$ cat src/rtl/led_pwm_drive_pkg.sv
// Shared types for the multi-channel LED PWM driver.
// Mode encodings, channel index width and the config record.
package led_pkg;

  localparam int CH_W         = 4;
  localparam int DEF_PERIOD_W = 16;
  localparam int DEF_PWM_BITS = 8;

  typedef enum logic [1:0] {
    MODE_OFF     = 2'b00,
    MODE_ON      = 2'b01,
    MODE_BLINK   = 2'b10,
    MODE_BREATHE = 2'b11
  } mode_t;

  typedef struct packed {
    mode_t                   mode;
    logic [DEF_PERIOD_W-1:0] period;
    logic [DEF_PWM_BITS-1:0] duty;
  } cfg_t;

endpackage

$ cat src/rtl/led_pwm_drive_if.sv
// Configuration write port of the LED driver.
// One channel is written per accepted valid/ready beat.
interface led_pwm_drive_if #(
  parameter int P_PERIOD_W = 16,
  parameter int P_PWM_BITS = 8
);
  import led_pkg::*;

  logic                  i_cfg_valid;
  logic                  o_cfg_ready;
  logic [CH_W-1:0]       i_cfg_ch;
  mode_t                 i_cfg_mode;
  logic [P_PERIOD_W-1:0] i_cfg_period_ms;
  logic [P_PWM_BITS-1:0] i_cfg_duty;
  logic                  o_cfg_err;

  modport master (
    output i_cfg_valid, i_cfg_ch, i_cfg_mode,
    output i_cfg_period_ms, i_cfg_duty,
    input  o_cfg_ready, o_cfg_err
  );

  modport slave (
    input  i_cfg_valid, i_cfg_ch, i_cfg_mode,
    input  i_cfg_period_ms, i_cfg_duty,
    output o_cfg_ready, o_cfg_err
  );

endinterface

$ cat src/rtl/led_pwm_drive_channel.sv
// One LED channel: config registers, ms step counter,
// blink phase, breathe level/direction and output flop.
module led_channel
  import led_pkg::*;
#(
  parameter int   P_PWM_BITS      = 8,
  parameter int   P_PERIOD_W      = 16,
  parameter int   P_DEF_PERIOD_MS = 1000,
  parameter logic P_LED_ON        = 1'b1
) (
  input  logic                  clk,
  input  logic                  rst_n,
  input  logic                  wr,
  input  mode_t                 mode,
  input  logic [P_PERIOD_W-1:0] period,
  input  logic [P_PWM_BITS-1:0] duty,
  input  logic                  tick,
  input  logic [P_PWM_BITS-1:0] pwm_cnt,
  output logic                  led
);

  typedef struct packed {
    mode_t                 mode;
    logic [P_PERIOD_W-1:0] period;
    logic [P_PWM_BITS-1:0] duty;
  } ch_cfg_t;

  localparam logic [P_PWM_BITS-1:0] PWM_MAX = '1;

  ch_cfg_t               cfg_q;
  logic [P_PERIOD_W-1:0] ms_cnt;
  logic [P_PERIOD_W-1:0] last_ms;
  logic [P_PWM_BITS-1:0] level;
  logic [P_PWM_BITS-1:0] level_up;
  logic [P_PWM_BITS-1:0] level_dn;
  logic                  phase;
  logic                  dir_up;
  logic                  step;
  logic                  active;

  function automatic logic pwm_on(
    input logic [P_PWM_BITS-1:0] cnt,
    input logic [P_PWM_BITS-1:0] x
  );
    return (cnt < x) || (x == PWM_MAX);
  endfunction

  // period 0 behaves like period 1
  assign last_ms  = (cfg_q.period == '0) ? '0
                  : cfg_q.period - 1'b1;
  assign step     = tick & (ms_cnt == last_ms);
  assign level_up = level + 1'b1;
  assign level_dn = level - 1'b1;

  always_ff @(posedge clk or negedge rst_n) begin
    if (!rst_n) begin
      cfg_q  <= '{mode:   MODE_OFF,
                  period: P_PERIOD_W'(P_DEF_PERIOD_MS),
                  duty:   '1};
      ms_cnt <= '0;
      phase  <= 1'b1;
      level  <= '0;
      dir_up <= 1'b1;
    end else if (wr) begin
      cfg_q  <= '{mode: mode, period: period, duty: duty};
      ms_cnt <= '0;
      phase  <= 1'b1;
      level  <= '0;
      dir_up <= 1'b1;
    end else if (tick) begin
      ms_cnt <= step ? '0 : ms_cnt + 1'b1;
      if (step) begin
        phase <= ~phase;
        if (cfg_q.mode == MODE_BREATHE) begin
          if (cfg_q.duty == '0) begin
            level <= '0;
          end else if (dir_up) begin
            level <= level_up;
            if (level_up == cfg_q.duty) dir_up <= 1'b0;
          end else begin
            level <= level_dn;
            if (level_dn == '0) dir_up <= 1'b1;
          end
        end
      end
    end
  end

  always_comb begin
    active = 1'b0;
    unique case (cfg_q.mode)
      MODE_OFF:     active = 1'b0;
      MODE_ON:      active = pwm_on(pwm_cnt, cfg_q.duty);
      MODE_BLINK:   active = phase
                           & pwm_on(pwm_cnt, cfg_q.duty);
      MODE_BREATHE: active = pwm_on(pwm_cnt, level);
      default:      active = 1'b0;
    endcase
  end

  always_ff @(posedge clk or negedge rst_n) begin
    if (!rst_n) led <= ~P_LED_ON;
    else        led <= active ? P_LED_ON : ~P_LED_ON;
  end

endmodule

$ cat src/rtl/led_pwm_drive.sv
// Multi-channel LED driver top: ms prescaler, PWM counter,
// config decode and error pulse, one led_channel per LED.
module led_pwm_drive
  import led_pkg::*;
#(
  parameter int   P_LED_NUMBER    = 2,
  parameter int   P_CLK_KHZ       = 5000,
  parameter logic P_LED_ON        = 1'b1,
  parameter int   P_PWM_BITS      = 8,
  parameter int   P_PERIOD_W      = 16,
  parameter int   P_DEF_PERIOD_MS = 1000
) (
  input  logic                    i_clk,
  input  logic                    i_rst_n,
  led_pwm_drive_if.slave          cfg,
  output logic [P_LED_NUMBER-1:0] o_led
);

  localparam int PRE_W =
    (P_CLK_KHZ > 1) ? $clog2(P_CLK_KHZ) : 1;
  localparam logic [PRE_W-1:0] PRE_MAX =
    PRE_W'(P_CLK_KHZ - 1);
  localparam logic [CH_W:0] NCH = (CH_W+1)'(P_LED_NUMBER);

  logic [PRE_W-1:0]      pre_cnt;
  logic [P_PWM_BITS-1:0] pwm_cnt;
  logic                  tick;
  logic                  ready_q;
  logic                  err_q;
  logic                  accept;
  logic                  ch_ok;

  assign tick   = (pre_cnt == PRE_MAX);
  assign accept = cfg.i_cfg_valid & ready_q;
  assign ch_ok  = ({1'b0, cfg.i_cfg_ch} < NCH);

  assign cfg.o_cfg_ready = ready_q;
  assign cfg.o_cfg_err   = err_q;

  always_ff @(posedge i_clk or negedge i_rst_n) begin
    if (!i_rst_n) begin
      pre_cnt <= '0;
      pwm_cnt <= '0;
      ready_q <= 1'b0;
      err_q   <= 1'b0;
    end else begin
      pre_cnt <= tick ? '0 : pre_cnt + 1'b1;
      pwm_cnt <= pwm_cnt + 1'b1;
      ready_q <= 1'b1;
      err_q   <= accept & ~ch_ok;
    end
  end

  for (genvar n = 0; n < P_LED_NUMBER; n++) begin : g_ch
    logic wr;
    assign wr = accept && (cfg.i_cfg_ch == CH_W'(n));

    led_channel #(
      .P_PWM_BITS      (P_PWM_BITS),
      .P_PERIOD_W      (P_PERIOD_W),
      .P_DEF_PERIOD_MS (P_DEF_PERIOD_MS),
      .P_LED_ON        (P_LED_ON)
    ) u_ch (
      .clk     (i_clk),
      .rst_n   (i_rst_n),
      .wr      (wr),
      .mode    (cfg.i_cfg_mode),
      .period  (cfg.i_cfg_period_ms),
      .duty    (cfg.i_cfg_duty),
      .tick    (tick),
      .pwm_cnt (pwm_cnt),
      .led     (o_led[n])
    );
  end

endmodule

$ cat src/flat_wrapper.sv
// flat-port wrapper written by rule: the top's interface ports become plain ports
module led_pwm_drive_flat import led_pkg::*;
#(
  parameter int   P_LED_NUMBER    = 2,
  parameter int   P_CLK_KHZ       = 5000,
  parameter logic P_LED_ON        = 1'b1,
  parameter int   P_PWM_BITS      = 8,
  parameter int   P_PERIOD_W      = 16,
  parameter int   P_DEF_PERIOD_MS = 1000
)
  (i_clk, i_rst_n, o_led, cfg_i_cfg_valid, cfg_i_cfg_ch, cfg_i_cfg_mode, cfg_i_cfg_period_ms, cfg_i_cfg_duty, cfg_o_cfg_ready, cfg_o_cfg_err);
  led_pwm_drive_if #(.P_PERIOD_W(P_PERIOD_W), .P_PWM_BITS(P_PWM_BITS)) cfg_i ();
  input  logic i_clk;
  input  logic i_rst_n;
  output logic [P_LED_NUMBER-1:0] o_led;
  input wire logic [$bits(cfg_i.i_cfg_valid)-1:0] cfg_i_cfg_valid;
  input wire logic [$bits(cfg_i.i_cfg_ch)-1:0] cfg_i_cfg_ch;
  input wire logic [$bits(cfg_i.i_cfg_mode)-1:0] cfg_i_cfg_mode;
  input wire logic [$bits(cfg_i.i_cfg_period_ms)-1:0] cfg_i_cfg_period_ms;
  input wire logic [$bits(cfg_i.i_cfg_duty)-1:0] cfg_i_cfg_duty;
  output wire logic [$bits(cfg_i.o_cfg_ready)-1:0] cfg_o_cfg_ready;
  output wire logic [$bits(cfg_i.o_cfg_err)-1:0] cfg_o_cfg_err;
  assign cfg_i.i_cfg_valid = cfg_i_cfg_valid;
  assign cfg_i.i_cfg_ch = cfg_i_cfg_ch;
  assign cfg_i.i_cfg_mode = cfg_i_cfg_mode;
  assign cfg_i.i_cfg_period_ms = cfg_i_cfg_period_ms;
  assign cfg_i.i_cfg_duty = cfg_i_cfg_duty;
  assign cfg_o_cfg_ready = cfg_i.o_cfg_ready;
  assign cfg_o_cfg_err = cfg_i.o_cfg_err;
  led_pwm_drive #(.P_LED_NUMBER(P_LED_NUMBER), .P_CLK_KHZ(P_CLK_KHZ), .P_LED_ON(P_LED_ON), .P_PWM_BITS(P_PWM_BITS), .P_PERIOD_W(P_PERIOD_W), .P_DEF_PERIOD_MS(P_DEF_PERIOD_MS)) u_core (.i_clk(i_clk), .i_rst_n(i_rst_n), .cfg(cfg_i), .o_led(o_led));
endmodule
$ cat config.mk
export PLATFORM = sky130hd
export DESIGN_NAME = led_pwm_drive_flat
export DESIGN_NICKNAME = d
export VERILOG_FILES = /design/src/rtl/led_pwm_drive_pkg.sv /design/src/rtl/led_pwm_drive_if.sv /design/src/rtl/led_pwm_drive_channel.sv /design/src/rtl/led_pwm_drive.sv /design/src/flat_wrapper.sv
export SDC_FILE = /design/constraint.sdc
export NUM_CORES = 1
export LEC_CHECK = 0
export CAP_MARGIN = 20
export CORE_ASPECT_RATIO = 1.4
export CORE_MARGIN = 2
export CORE_UTILIZATION = 56
export CTS_CLUSTER_DIAMETER = 120
export DETAILED_ROUTE_END_ITERATION = 6
export PLACE_DENSITY = 0.77
export SLEW_MARGIN = 10
export SYNTH_ARGS = -nofsm -noshare
export SYNTH_HDL_FRONTEND = slang
export SYNTH_SLANG_ARGS = --single-unit
$ cat constraint.sdc
create_clock -name i_clk -period 3.5 [get_ports i_clk]
set_input_delay 0.7 -clock i_clk [delete_from_list [all_inputs] [get_ports i_clk]]
set_output_delay 0.7 -clock i_clk [all_outputs]
set_load 0.005 [all_outputs]
==> out/qor.txt <==
outcome: complete, but fails checks
failing checks: design-rule violations
number of buffer and inverter instances along the worst setup path: 2
Final Cycle Share: 97.3%
number of cells in the finished layout apart from fillers: 1375
routed via count: 8566
worst skew pair latency: 430 ps
cell family with the largest share of critical-path delay: simple AND/OR/NAND/NOR gates
final critical delay including setup and external delays: 3400 ps
all-layer global routing usage: 28.9%
number of distinct library cell variants in the gate-level netlist after synthesis: 82
max cap viols: 0
switching power share of the total: 34.3%
element type at the critical path end: flop
Worst-Margin Slew: 856 ps
critical path fanouts, max: 20
placeable core region: 16200 um2
Remaining Overflow, GRT: 0
Chip Width: 113 um
leading post-synthesis cells by instance count: sky130_fd_sc_hd__nand2_1 (172), sky130_fd_sc_hd__dfrtp_1 (97), sky130_fd_sc_hd__nor2_1 (79)
count of standard-cell rows: 55
dominant cells by area after synthesis: sky130_fd_sc_hd__dfrtp_1 (26%), sky130_fd_sc_hd__dfstp_2 (9.0%), sky130_fd_sc_hd__nand2_1 (6.9%), sky130_fd_sc_hd__ha_1 (5.4%), sky130_fd_sc_hd__xnor2_1 (4.2%)
portion of total power attributed to combinational logic: 29.8%
antenna violations before repair: 0
power spent charging and discharging nets: 1920 uW
pin count of the biggest net entering global routing: 61
proportion of netlist area held by the largest area contributor: 26.0%
remaining max-slew budget at the tightest pin: 42.7%
half-perimeter wire length after placement: 18400 um
hold bufs inserted after CTS: 0
root buffer cell: sky130_fd_sc_hd__clkbuf_16
flop and latch count out of synthesis: 129
Slew Limit Fails: 0
most frequently used cell type in the post-synthesis netlist: sky130_fd_sc_hd__nand2_1
DRT iter0 DRCs: 512
number of vias per cell after detailed routing: 6.23
clock skew: 9.29 ps
Static Leak: 0.00480 uW
TritonCTS clock tree: done
H-tree depth reported by CTS: 4
upper clock frequency limit: 0.294 GHz
Clock Pin Slew Worst Setup and Hold Paths: 60 ps
worst path required time: 3850 ps
number of antenna repair diodes: 0
number of enable flip-flop cells after synthesis: 0
global-route wire length before repair: 41100 um
Sequential Power Share: 36.3%
power per standard cell area: 517 nW/um2
Initial DRT Pass Iterations: 7
worst-case hold slack: 260 ps
minimum setup slack in the final design: 96.1 ps
Routed wire per std cell: 18.0 um
deepest clock path buffer count: 2
Syn Area/Cell: 8.34 um2
critical setup path kind: flop to flop
number of buffers created by CTS: 17
Final Hold Violating Endpoints: 0
Pint: 3680 uW
asr flop ratio synth: 100%
pre-CTS worst setup slack: -41.1 ps
clock sinks: 129
Peak supply drop: 0.306 mV
post-synthesis instance total: 1117
number of warning messages in the yosys log: 0
final count of negative-setup-slack endpoints: 0
worst path cell trace: buf_4, or3_1, o21ai_0, a311oi_1, o2111a_1, nand4_1, or4_4, buf_12, or4_1, a21oi_1
leading area contributor after synthesis: sky130_fd_sc_hd__dfrtp_1
Hold Crit Class: input pin to async pin
number of nets in the synthesized netlist: 1190
clock share of power: 33.9%
Routed Wire Length: 24800 um
number of nets at the end of the flow: 1236
weighted congestion reported at the end of routability-driven placement: 0.990
count of fill cells added during filler insertion: 1336
count of pins on the block boundary: 37
cell with the largest stage delay on the worst path: sky130_fd_sc_hd__dfstp_2
register area share after synthesis: 35.1%
via count of the first global-routing pass: 8426
element type at the critical path start: flop
largest stage delay on the critical path: 590 ps
number of cells after detailed placement: 1342
share of cells above drive strength 1: 13.9%
area delta synth->final: 16.1%
cell area after synthesis: 9320 um2
most instantiated flip-flop cell in the synthesis netlist: sky130_fd_sc_hd__dfrtp_1
utilization of the core after routing: 66.6%
post-route antenna net violation count: 0
Initial Utilization: 57.4%
DRC viols: 2
floorplan die height: 157 um
count of buffers inserted at the top-level ports: 36
Die Area: 17700 um2
arrival time worst endpoint: 3760 ps
==> metal layers <==
layer	share of wire [%]	GRT usage (%)
met2	51	50.9
met5	0	0
met4	4.1	14.2
met3	3.9	3.95
met1	41	34.5
==> worst paths after layout <==
check                                                          start                                   endpoint  slack (ps)  depth (start not counted)
hold / removal                                               i_rst_n   u_core.g_ch[1].u_ch.level[2]$_DFFE_PN0P_         260                          1
min in group i_clk         u_core.g_ch[1].u_ch.cfg_q[13]$_DFFE_PN1P_  u_core.g_ch[1].u_ch.cfg_q[13]$_DFFE_PN1P_         500                          2
setup / recovery           u_core.g_ch[0].u_ch.cfg_q[11]$_DFFE_PN1P_   u_core.g_ch[0].u_ch.level[1]$_DFFE_PN0P_         100                         10
setup reg to reg           u_core.g_ch[0].u_ch.cfg_q[11]$_DFFE_PN1P_   u_core.g_ch[0].u_ch.level[1]$_DFFE_PN0P_         100                         10
hold reg to reg            u_core.g_ch[1].u_ch.cfg_q[13]$_DFFE_PN1P_  u_core.g_ch[1].u_ch.cfg_q[13]$_DFFE_PN1P_         500                          2
max in group asynchronous                                    i_rst_n  u_core.g_ch[0].u_ch.cfg_q[13]$_DFFE_PN1P_        2460                          2
==> worst register-to-register path, cell delays in order, from the launching register on <==
cell and delay, ps:
sky130_fd_sc_hd__dfstp_2 590, sky130_fd_sc_hd__buf_4 180, sky130_fd_sc_hd__or3_1 220, sky130_fd_sc_hd__o21ai_0 200, sky130_fd_sc_hd__a311oi_1 400, sky130_fd_sc_hd__o2111a_1 260, sky130_fd_sc_hd__nand4_1 100, sky130_fd_sc_hd__or4_4 560
sky130_fd_sc_hd__buf_12 170, sky130_fd_sc_hd__or4_1 500, sky130_fd_sc_hd__a21oi_1 150
==> power groups by stage <==
stage	Clock, uW	Sequential (uW)	Combinational [uW]
floorplan	0	1910	1190
global placement	0	2030	1590
detailed placement	0	2030	1610
CTS	1920	2010	1630
global route	1980	2060	1850
finish	1900	2030	1670
==> registers in the layout, indices dropped and copies added (netlist names) <==
register,cells
u_core.g_ch.u_ch.cfg_q,52
u_core.g_ch.u_ch.ms_cnt,32
u_core.g_ch.u_ch.level,16
u_core.pre_cnt,13
u_core.pwm_cnt,8
u_core.g_ch.u_ch.dir_up,2
u_core.g_ch.u_ch.led,2
u_core.g_ch.u_ch.phase,2
u_core.cfg.o_cfg_err,1
u_core.cfg.o_cfg_ready,1
==> through the flow <==
step | total power (uW) | setup TNS [ps] | cell area, um2
after CTS | 5560 | 0 | 10700
after global placement | 3620 | 0 | 10100
after detailed placement | 3650 | -41.1 | 10100
after global routing | 5890 | -23.1 | 10800
after floorplan | 3100 | 0 | 9330
final | 5600 | 0 | 10800
==> kinds of logic after synthesis <==
logic type | synth area share (%)
AND/OR/NAND/NOR | 29.0
AO/OA/AOI/OAI | 17.5
flip-flops | 35.1
buffers and inverters | 5.01
XOR/XNOR | 7.33
adder cells (fa/ha/maj) | 5.37
multiplexers | 0.671
other | 0.0402
==> repair_timing <==
item / in CTS / in global routing
setup buffers: 0 / 1
gates cloned: 0 / 0
setup endpoints to repair: 1 / 21
gates resized for setup: 1 / 18
pin swaps: 0 / 3
==> layout by cell type, fill, tap and decap left out, drive strengths merged, types with 5 or more instances in the layout <==
master / Yosys / routed
nor2: 79 / 79
buf: 20 / 54
o41ai: 10 / 10
o211ai: 8 / 8
or2: 7 / 7
a21o: 30 / 30
nand3: 39 / 39
xnor2: 45 / 45
inv: 51 / 55
clkbuf: 42 / 19
and3: 23 / 23
a211oi: 7 / 7
nor3: 31 / 31
nand2: 172 / 172
or4: 14 / 14
a2111oi: 6 / 6
nand2b: 18 / 18
o31ai: 9 / 9
dfstp: 32 / 32
xor2: 33 / 33
ha: 40 / 40
a21oi: 47 / 47
nor2b: 14 / 14
nor4: 22 / 22
nand3b: 10 / 10
clkdlybuf4s50: 0 / 35
dfrtp: 97 / 97
and2: 12 / 12
o21ai: 51 / 51
a22oi: 6 / 6
or3: 18 / 18
clkinv: 0 / 5
nand4: 33 / 33
a211o: 6 / 6
==> final cells by class <==
type	instances	area, um2	area share (%)
Clock inverter	13	175	1.62
Inverter	51	191	1.77
Tap cell	199	249	2.30
Sequential cell	129	3270	30.2
Clock buffer	19	453	4.18
Multi-Input combinational cell	875	5690	52.6
Timing Repair Buffer	89	797	7.36
Note: power is estimated with default switching activity, not from simulation.
